File: config.mk
export PLATFORM = sky130hd
export DESIGN_NAME = acq_sequencer_flat
export DESIGN_NICKNAME = d
export VERILOG_FILES = /design/src/rtl/acq_pkg.sv /design/src/rtl/acq_sequencer_if.sv /design/src/rtl/acq_tick_gen.sv /design/src/rtl/acq_sequencer.sv /design/src/flat_wrapper.sv
export SDC_FILE = /design/constraint.sdc
export NUM_CORES = 1
export LEC_CHECK = 0
export BUFFER_PORTS_ARGS = -buffer_cell sky130_fd_sc_hd__buf_2
export CORE_ASPECT_RATIO = 1.25
export CORE_MARGIN = 4
export CORE_UTILIZATION = 47
export DETAILED_ROUTE_END_ITERATION = 10
export PLACE_DENSITY = 0.77
export SLEW_MARGIN = 40
export SYNTH_ARGS = -nofsm -noshare
export SYNTH_HDL_FRONTEND = slang
export SYNTH_HIERARCHICAL = 1
export SYNTH_SLANG_ARGS = --single-unit
File: constraint.sdc
create_clock -name clk -period 2.25 [get_ports clk]
set_clock_uncertainty 0.05 [all_clocks]
set_input_delay 0.1125 -clock clk [delete_from_list [all_inputs] [get_ports clk]]
set_output_delay 0.1125 -clock clk [all_outputs]
set_load 0.03 [all_outputs]
File: src/rtl/acq_pkg.sv
// Shared types and constants for the acquisition sequencer.
// Frame layout is {ch7..ch0}, each channel SAMPLE_W bits wide.
package acq_pkg;

  localparam int NUM_CH   = 8;
  localparam int SAMPLE_W = 14;
  localparam int FRAME_W  = NUM_CH * SAMPLE_W;

  typedef enum logic [2:0] {
    S_IDLE    = 3'd0,
    S_INIT    = 3'd1,
    S_INIT_WT = 3'd2,
    S_CFG     = 3'd3,
    S_CFG_WT  = 3'd4,
    S_RUN     = 3'd5,
    S_CONV    = 3'd6,
    S_ERR     = 3'd7
  } state_t;

endpackage

File: src/rtl/acq_sequencer_if.sv
// ADC-side control/data and the downstream frame port of the sequencer.
// Frame handshake: a frame moves when frame_vld && frame_rdy are both high at a clk edge;
// frame_vld stays high and frame_dat stays stable until that edge.
interface acq_sequencer_if;
  import acq_pkg::*;

  logic               ad_ena;
  logic               init_adc;
  logic               cfg_adc;
  logic               st_adc;
  logic               val_dat;
  logic [FRAME_W-1:0] ad_dat;
  logic [FRAME_W-1:0] frame_dat;
  logic               frame_vld;
  logic               frame_rdy;

  modport master (
    output ad_ena, init_adc, cfg_adc, st_adc, frame_dat, frame_vld,
    input  val_dat, ad_dat, frame_rdy
  );

  modport slave (
    input  ad_ena, init_adc, cfg_adc, st_adc, frame_dat, frame_vld,
    output val_dat, ad_dat, frame_rdy
  );

endinterface

File: src/rtl/acq_tick_gen.sv
// Sweep period counter: counts 0..eff_per-1 while enabled and ticks on the last count.
// The clamped period is latched while idle and again at every wrap, so changes never cut a count short.
module acq_tick_gen #(
  parameter int PER_W      = 24,
  parameter int MIN_PERIOD = 256
) (
  input  logic             clk,
  input  logic             rst,
  input  logic             en,
  input  logic [PER_W-1:0] period,
  output logic             tick
);

  logic [PER_W-1:0] cnt;
  logic [PER_W-1:0] last_q;
  logic [PER_W-1:0] eff_per;

  assign eff_per = (period < PER_W'(MIN_PERIOD)) ? PER_W'(MIN_PERIOD) : period;
  assign tick    = en && (cnt == last_q);

  always_ff @(posedge clk or negedge rst) begin
    if (!rst) begin
      cnt    <= '0;
      last_q <= '0;
    end else if (!en || tick) begin
      cnt    <= '0;
      last_q <= eff_per - PER_W'(1);
    end else begin
      cnt <= cnt + PER_W'(1);
    end
  end

endmodule

File: src/rtl/acq_sequencer.sv
// ADC acquisition sequencer: init/config bring-up, periodic sweeps, frame capture
// with a single-entry downstream buffer, and sticky overrun/timeout/drop reporting.
module acq_sequencer
  import acq_pkg::*;
#(
  parameter int SETTLE_CYC  = 64,
  parameter int TIMEOUT_CYC = 4096,
  parameter int MIN_PERIOD  = 256,
  parameter int PER_W       = 24
) (
  input  logic                  clk,
  input  logic                  rst,
  input  logic                  en,
  input  logic [PER_W-1:0]      period,
  input  logic                  clr_err,
  acq_sequencer_if.master       bus,
  output logic                  overrun,
  output logic                  timeout_err,
  output logic [7:0]            drop_cnt,
  output logic                  busy,
  output state_t                dbg_state
);

  localparam int CNT_MAX = (TIMEOUT_CYC > SETTLE_CYC) ? TIMEOUT_CYC : SETTLE_CYC;
  localparam int CNT_W   = $clog2(CNT_MAX + 1);

  state_t           state;
  logic [CNT_W-1:0] cnt;
  logic             run_en;
  logic             tick;
  logic             accept;
  logic             drop;
  logic             settle_done;
  logic             to_done;

  assign run_en      = (state == S_RUN) || (state == S_CONV);
  assign accept      = bus.val_dat && (state == S_CONV);
  assign drop        = accept && bus.frame_vld && !bus.frame_rdy;
  assign settle_done = (cnt == CNT_W'(SETTLE_CYC - 1));
  assign to_done     = (cnt == CNT_W'(TIMEOUT_CYC - 1));
  assign busy        = (state != S_IDLE) && (state != S_ERR);
  assign dbg_state   = state;

  acq_tick_gen #(
    .PER_W      (PER_W),
    .MIN_PERIOD (MIN_PERIOD)
  ) u_tick_gen (
    .clk    (clk),
    .rst    (rst),
    .en     (run_en),
    .period (period),
    .tick   (tick)
  );

  // Pulses are issued on the edge that leaves the issuing state; gating with en drops a pending pulse.
  always_ff @(posedge clk or negedge rst) begin
    if (!rst) begin
      state        <= S_IDLE;
      cnt          <= '0;
      bus.ad_ena   <= 1'b0;
      bus.init_adc <= 1'b0;
      bus.cfg_adc  <= 1'b0;
      bus.st_adc   <= 1'b0;
      overrun      <= 1'b0;
      timeout_err  <= 1'b0;
    end else begin
      bus.ad_ena   <= en && (state != S_IDLE) && (state != S_ERR);
      bus.init_adc <= en && (state == S_INIT);
      bus.cfg_adc  <= en && (state == S_CFG);
      bus.st_adc   <= en && (state == S_RUN) && tick;

      if ((state == S_CONV) && tick)                      overrun <= 1'b1;
      else if (clr_err)                                   overrun <= 1'b0;

      if (en && (state == S_CONV) && !accept && to_done)  timeout_err <= 1'b1;
      else if (clr_err)                                   timeout_err <= 1'b0;

      cnt <= '0;
      if (!en) begin
        state <= S_IDLE;
      end else begin
        case (state)
          S_IDLE:    state <= S_INIT;
          S_INIT:    state <= S_INIT_WT;
          S_INIT_WT: if (settle_done) state <= S_CFG;
                     else             cnt   <= cnt + CNT_W'(1);
          S_CFG:     state <= S_CFG_WT;
          S_CFG_WT:  if (settle_done) state <= S_RUN;
                     else             cnt   <= cnt + CNT_W'(1);
          S_RUN:     if (tick) state <= S_CONV;
          S_CONV:    if (accept)       state <= S_RUN;
                     else if (to_done) state <= S_ERR;
                     else              cnt   <= cnt + CNT_W'(1);
          S_ERR:     if (clr_err) state <= S_IDLE;
          default:   state <= S_IDLE;
        endcase
      end
    end
  end

  // A simultaneous consume frees the buffer for the incoming sweep; otherwise a full buffer drops it.
  always_ff @(posedge clk or negedge rst) begin
    if (!rst) begin
      bus.frame_dat <= '0;
      bus.frame_vld <= 1'b0;
      drop_cnt      <= 8'd0;
    end else begin
      if (accept && (!bus.frame_vld || bus.frame_rdy)) begin
        bus.frame_dat <= bus.ad_dat;
        bus.frame_vld <= 1'b1;
      end else if (bus.frame_vld && bus.frame_rdy) begin
        bus.frame_vld <= 1'b0;
      end

      if (clr_err)                          drop_cnt <= drop ? 8'd1 : 8'd0;
      else if (drop && (drop_cnt != 8'hFF)) drop_cnt <= drop_cnt + 8'd1;
    end
  end

endmodule

File: src/flat_wrapper.sv
// flat-port wrapper written by rule: the top's interface ports become plain ports
module acq_sequencer_flat import acq_pkg::*;
#(
  parameter int SETTLE_CYC  = 64,
  parameter int TIMEOUT_CYC = 4096,
  parameter int MIN_PERIOD  = 256,
  parameter int PER_W       = 24
)
  (clk, rst, en, period, clr_err, overrun, timeout_err, drop_cnt, busy, dbg_state, bus_ad_ena, bus_init_adc, bus_cfg_adc, bus_st_adc, bus_frame_dat, bus_frame_vld, bus_val_dat, bus_ad_dat, bus_frame_rdy);
  acq_sequencer_if bus_i ();
  input  logic clk;
  input  logic rst;
  input  logic en;
  input  logic [PER_W-1:0] period;
  input  logic clr_err;
  output logic overrun;
  output logic timeout_err;
  output logic [7:0] drop_cnt;
  output logic busy;
  output state_t dbg_state;
  output wire logic [$bits(bus_i.ad_ena)-1:0] bus_ad_ena;
  output wire logic [$bits(bus_i.init_adc)-1:0] bus_init_adc;
  output wire logic [$bits(bus_i.cfg_adc)-1:0] bus_cfg_adc;
  output wire logic [$bits(bus_i.st_adc)-1:0] bus_st_adc;
  output wire logic [$bits(bus_i.frame_dat)-1:0] bus_frame_dat;
  output wire logic [$bits(bus_i.frame_vld)-1:0] bus_frame_vld;
  input wire logic [$bits(bus_i.val_dat)-1:0] bus_val_dat;
  input wire logic [$bits(bus_i.ad_dat)-1:0] bus_ad_dat;
  input wire logic [$bits(bus_i.frame_rdy)-1:0] bus_frame_rdy;
  assign bus_ad_ena = bus_i.ad_ena;
  assign bus_init_adc = bus_i.init_adc;
  assign bus_cfg_adc = bus_i.cfg_adc;
  assign bus_st_adc = bus_i.st_adc;
  assign bus_frame_dat = bus_i.frame_dat;
  assign bus_frame_vld = bus_i.frame_vld;
  assign bus_i.val_dat = bus_val_dat;
  assign bus_i.ad_dat = bus_ad_dat;
  assign bus_i.frame_rdy = bus_frame_rdy;
  acq_sequencer #(.SETTLE_CYC(SETTLE_CYC), .TIMEOUT_CYC(TIMEOUT_CYC), .MIN_PERIOD(MIN_PERIOD), .PER_W(PER_W)) u_core (.clk(clk), .rst(rst), .en(en), .period(period), .clr_err(clr_err), .bus(bus_i), .overrun(overrun), .timeout_err(timeout_err), .drop_cnt(drop_cnt), .busy(busy), .dbg_state(dbg_state));
endmodule
Yosys cells after proc, flatten, opt, wreduce, memory -nomap -nowiden
Cells that the tools add are included.
{"block": "totals", "ff_bits": 191, "output_inout_bits": 131, "elab_cells": 91}
{"block": "classes", "addsub": 4, "order_cmp": 1, "n_eq_ne": 17, "n_mux": 23, "n_reduce_logical": 33}
{"operator": "$mux 13", "count": 4}
{"operator": "$mux 24", "count": 2}
{"operator": "$pmux 13 s2", "count": 1}
{"operator": "$add 24x1->24 const B", "count": 1}
{"operator": "$eq 24x24->1", "count": 1}
{"operator": "$lt 24x9->1 const B", "count": 1}
{"operator": "$pmux 3 s8", "count": 1}
{"operator": "$sub 24x1->24 const B", "count": 1}
{"operator": "$mux 3", "count": 7}
{"operator": "$logic_and 1x1->1", "count": 18}
{"operator": "$mux 8", "count": 2}
{"operator": "$add 13x1->13 const B", "count": 1}
{"operator": "$eq 13x12->1 const B", "count": 1}
{"operator": "$eq 13x6->1 const B", "count": 1}
{"operator": "$eq 3x3->1 const B", "count": 4}
{"operator": "$ne 3x2->1 const B", "count": 3}
{"operator": "$add 8x1->8 const B", "count": 1}
{"operator": "$ne 8x8->1 const B", "count": 1}
{"operator": "$reduce_bool 2->1", "count": 4}
{"operator": "$eq 3x2->1 const B", "count": 2}
{"operator": "$mux 1", "count": 6}
{"operator": "$ne 3x3->1 const B", "count": 2}
{"operator": "$reduce_and 5->1", "count": 1}
{"operator": "$logic_not 1->1", "count": 4}
{"operator": "other kinds (6)", "count": 8}

Depth between registers and ports, before layout
{"block": "logic_depth", "ltp_word": 7, "mapped_depth": 12}

Cells and area by module
The synthesis kept the hierarchy.
{"mod": "acq_sequencer", "n_inst": 1, "cells_each": 405, "area_each_um2": 5758.0, "seq_area_each_um2": 3578.4}
{"mod": "acq_tick_gen", "n_inst": 1, "cells_each": 301, "area_each_um2": 2990.4, "seq_area_each_um2": 1201.2}

Worst setup path after synthesis
No wires, ideal clock.
{"block": "synth_path", "kind": "input port to flip-flop", "startpoint": "in period[15]", "endpoint": "reg u_core.u_tick_gen.last_q[22]", "setup_ns": 0.127, "arrival_time_ns": 2.640, "slack_ns": -0.568, "cell_stages": 11, "path_buffers": 2, "path_cell_list": "or4_4 nor2_1 buf_2 nand3_1 nand2_1 ha_1 buf_1 nand4_2 nor3_2 mux2_1 mux2_1"}
{"block": "synth_between", "elab_chain_cells": 3}
{"element": "start: declaration", "line_no": "flat_wrapper.sv:14", "source": "input logic [PER_W-1:0] period;"}
{"element": "$lt 24x9->1", "line_no": "acq_tick_gen.sv:18", "source": "assign eff_per = (period < PER_W'(MIN_PERIOD)) ? PER_W'(MIN_PERIOD) : period;"}
{"element": "$mux 24 *", "line_no": "acq_tick_gen.sv:18"}
{"element": "$sub 24x1->24 *", "line_no": "acq_tick_gen.sv:27", "source": "last_q <= eff_per - PER_W'(1);"}
{"element": "end signal: assignment", "line_no": "acq_tick_gen.sv:27"}
{"element": "end: declaration", "line_no": "acq_tick_gen.sv:15", "source": "logic [PER_W-1:0] last_q;"}
Every way passes the cells marked *; elsewhere a longest branch is shown, timed or not.
A chain may end at the register's enable or synchronous reset.

Worst setup path in the final report
{"block": "layout_path", "startpoint": "reg u_core.u_tick_gen.last_q[23]", "endpoint": "reg u_core.u_tick_gen.last_q[15]"}
{"block": "layout_between", "elab_chain_cells": 3}
{"element": "$eq 24x24->1", "line_no": "acq_tick_gen.sv:19", "source": "assign tick = en && (cnt == last_q);"}
{"element": "$logic_and 1x1->1", "line_no": "acq_tick_gen.sv:19"}
{"element": "$logic_or 1x1->1", "line_no": "acq_tick_gen.sv:25", "source": "end else if (!en || tick) begin"}
Every way passes these cells.

==> results <==
- Dividing total power by cell area gives a power density of 943 nW/µm².
- The die is 130 µm wide.
- The commonest cells after synthesis are sky130_fd_sc_hd__dfrtp_1 (191), sky130_fd_sc_hd__mux2_2 (129), sky130_fd_sc_hd__xnor2_1 (47), sky130_fd_sc_hd__nor2_1 (43), sky130_fd_sc_hd__nor3_1 (33).
- Overall power consumption after layout is estimated at 12.3 mW.
- The area after detailed placement is 10900 µm².
- The routed design has 27600 µm of wire.
- Once routing completed, OpenROAD measured the worst setup slack at -0.0842 ns.
- The number of cell rows is 55.
- The final reports fail on negative setup slack.
- sky130_fd_sc_hd__dfrtp_1 takes more of the synthesized area than any other cell.
- The first detailed-routing pass ran for 4 iterations.
- The final core utilization is 0.720.
- The number of port buffers is 272.
- The die covers 20900 µm².
- The critical path is of the flop to flop type.
- The share of the yosys chip area belonging to registers is 0.546.
- The clock latency at the later pin of the worst-skew pair is 0.43 ns.
- At the placement stage, the worst setup path has a slack of -0.165 ns.
- After synthesis, the share of flip-flops with an asynchronous set or reset is 1.00.
- The Yosys step of the flow raised 6 warnings.
- The max-slew violation count was 0.
- The primary flip-flop cell chosen by synthesis mapping is sky130_fd_sc_hd__dfrtp_1.
- The slew of the pin with the lowest slew margin is 0.577 ns.
- The run finished, with violations left.
- The most common cell in the netlist is sky130_fd_sc_hd__dfrtp_1.
- The worst min-delay path category is input pin to flop.
- The area added between synthesis and finish is 49.5%.
- In this run the count of I/O pins placed on the die edge is 273.
- After detailed routing, the number of remaining DRC violations is 0.
- The highest ir drop seen on vdd is 0.612 mV.
- The post-synthesis average cell area is 12.4 µm².
- The final layout contains 1314 nets.
- The final cell area excluding filler cells is 13100 µm².
- The final hold violation count is 0.
- The maximum root-to-sink buffer count is 2.
- The initial core utilization is 0.482.
- The fraction of layout instances using a drive strength above 1 is 0.474.
- The mapped netlist covers 8750 µm².
- The worst setup path is launched from a flop.
- The total number of clock tree sinks is 191.
- The total vias in the final route is 7542.
- In this run the clock root is driven by a sky130_fd_sc_hd__clkbuf_16.
- Data on the critical path arrives at its endpoint at 2.60 ns.
- The largest fanout of any net on the critical path is 6.
- By area the synthesized netlist is led by sky130_fd_sc_hd__dfrtp_1 (55%), sky130_fd_sc_hd__mux2_2 (17%), sky130_fd_sc_hd__xnor2_1 (4.7%), sky130_fd_sc_hd__xor2_1 (2.6%), sky130_fd_sc_hd__nor3_1 (1.9%).
- Across every metal layer, demand over resource in global routing totals 0.258.
- In this run the number of cells on the critical path is 7.
- The cell count after synthesis is 706.
- The aggregate global routing overflow is 0.
- Setup repair after global routing could not meet its margin everywhere.
- The first global-routing pass estimated 42100 µm of wire.
- On the worst path, the slowest cell contributes a delay of 0.59 ns.
- The wire-length estimate of the detail-placed layout is 17300 µm.
- The number of antenna violations at the first check in global routing is 5.
- The number of cell instances on the worst register-to-register path is 7.
- In this run the remaining antenna-violating nets after routing total 0.
- Summed over all cells, the static leakage comes to 6.51 nW.
- The worst-case hold slack is 0.0135 ns.
- Counting instances, the worst hold path has a depth of 3.
- The worst max-slew margin expressed relative to the limit is 0.615.
- The average vias per placed instance is 5.34.
- The maximum clock frequency is 428 MHz.
- The critical path endpoint category is a flop.
- On the critical path the largest part of the delay comes from simple AND/OR/NAND/NOR gates.
- The number of flip-flops and latches in the synthesized netlist is 191.
- Data on the critical path is required at its endpoint by 2.51 ns.
- The final period utilization is 1.04.
- The top cell type's share of synthesized area is 0.546.
- The clock tree from TritonCTS is yes.
- In this run, synthesis inferred 0 flip-flops with an integrated enable.
- The total nets after synthesis is 852.
- After synthesis, the netlist uses 59 different library cells.
- At the end of routability-driven placement, the weighted congestion stood at 0.849.
- The number of max-cap violations is 0.
- After clock tree synthesis, the clock-pin slew on the worst setup and hold paths is 0.07 ns.
- Summing all multi-input logic gate instances after layout gives 4000 µm².
- The maximum level of the CTS H-tree is 4.
- The worst path in the final design needs a cycle of 2.33 ns, including I/O delays and setup.
- After detailed routing, the average wire length per cell comes to 19.5 µm.
- The number of filler instances in the final layout is 1180.
- The floorplan step defined a core boundary enclosing 18200 µm².
- The initial detailed-routing violation count is 440.
- The via count of the first global-routing pass is 7973.
- The critical path contains buffers and inverters numbering 2 combined.
- The largest net degree at the start of global routing is 69.
- Walking the worst path, the cells encountered are xnor2_2 -> nand4_1 -> or4_4 -> o21ai_4 -> buf_12 -> clkbuf_16 -> mux2_4.
- Summing all flip-flop and latch instances after layout gives 4780 µm².
- Buffers inserted during clock tree synthesis total 17.
- In this run the vertical extent of the chip is 161 µm.
- Setup violations remaining at the end of the flow were counted as 22.
- The cell type of the slowest stage on the worst timing path is sky130_fd_sc_hd__or4_4.
## power by group
group          switching (mW)  leakage (nW)  internal (mW)
logic                    2.85          3.64           1.67
clock network            1.40         0.288           1.68
registers               0.507          2.58           4.24
total                    4.76          6.51           7.58
## logic make-up after synthesis
group           after synthesis  share of synthesized area
simple gates                209                      0.133
flops                       191                      0.546
mux                         134                      0.172
xor+xnor                     73                     0.0731
compound gates               54                     0.0455
buf+inv                      41                     0.0243
fa+ha+maj                     4                    0.00572
## stage by stage
stage | setup TNS, ns | std cells
final | -1.07 | 1413
after detailed placement | -1.70 | 1245
after floorplan | -0.726 | 706
after CTS | -0.00120 | 1396
after global placement | -1.23 | 1245
after global routing | -3.54 | 1413
## final timing paths
path                       slack [ns]                      endpoint                         start
min reg2reg                      0.41                 u_core/cnt[0]                 u_core/cnt[0]
max                             -0.08  u_core/u_tick_gen/last_q[15]  u_core/u_tick_gen/last_q[23]
min                              0.01   u_core/u_tick_gen/last_q[3]                     period[3]
max in group asynchronous        1.26       u_core/bus.frame_dat[2]                           rst
max reg2reg                     -0.08  u_core/u_tick_gen/last_q[15]  u_core/u_tick_gen/last_q[23]
min in group asynchronous        0.20      u_core/bus.frame_dat[61]                           rst
## routing by layer
metal / wire [µm] / GRT usage / vias to the layer above
li1: - / - / 3462
met1: 9760 / 0.277 / 3718
met2: 14500 / 0.458 / 284
met3: 2060 / 0.0712 / 78
met4: 1260 / 0.131 / 0
met5: 0 / 0 / -
## state kept, by name (all words and copies together) (netlist names)
signal and count:
u_core/overrun 1, u_core/cnt 13, u_core/dbg_state 3, u_core/bus.init_adc 1, u_core/bus.frame_vld 1, u_core/bus.st_adc 1
u_core/u_tick_gen/cnt 24, u_core/drop_cnt 8, u_core/bus.ad_ena 1, u_core/u_tick_gen/last_q 24, u_core/bus.cfg_adc 1, u_core/bus.frame_dat 112
u_core/timeout_err 1
## cell usage in the layout (no fill, tap or decap), drive strengths merged, types with 4 or more instances in the layout
cell type	count
buf	349
dfrtp	191
mux2	132
dlygate4sd3	119
xnor2	47
nor2	43
nor3	36
nand2	30
xor2	26
clkbuf	21
nand4	20
nand3	18
inv	18
nor4	10
o21ai	10
or4	10
a31oi	9
or3	9
a211oi	9
a21oi	8
and3	7
and2	6
diode	5
nand4b	4
clkinv	4
nor2b	4
ha	4
## layout make-up
class | instances | area share
Inverter | 12 | 0.00344
Sequential cell | 191 | 0.365
Antenna cell | 5 | 0.000956
Multi-Input combinational cell | 474 | 0.305
Clock inverter | 14 | 0.0134
Tap cell | 228 | 0.0218
Clock buffer | 17 | 0.0325
Timing Repair Buffer | 472 | 0.257
## repair_timing
item                                    in CTS  in global routing
pin swaps                                    6                 11
setup buffers                                1                  7
endpoints found under the setup margin      35                 35
resized for setup                           13                 32
hold endpoints to repair                   193                  0
hold buffers                               119                  0
gates cloned                                 0                  5
## worst register-to-register path, cell delays in order, from the launching register on
cell	delay (ns)
sky130_fd_sc_hd__dfrtp_1	0.42
sky130_fd_sc_hd__xnor2_2	0.25
sky130_fd_sc_hd__nand4_1	0.13
sky130_fd_sc_hd__or4_4	0.59
sky130_fd_sc_hd__o21ai_4	0.17
sky130_fd_sc_hd__buf_12	0.15
sky130_fd_sc_hd__clkbuf_16	0.17
sky130_fd_sc_hd__mux2_4	0.30
Note: power is estimated with default switching activity, not from simulation.
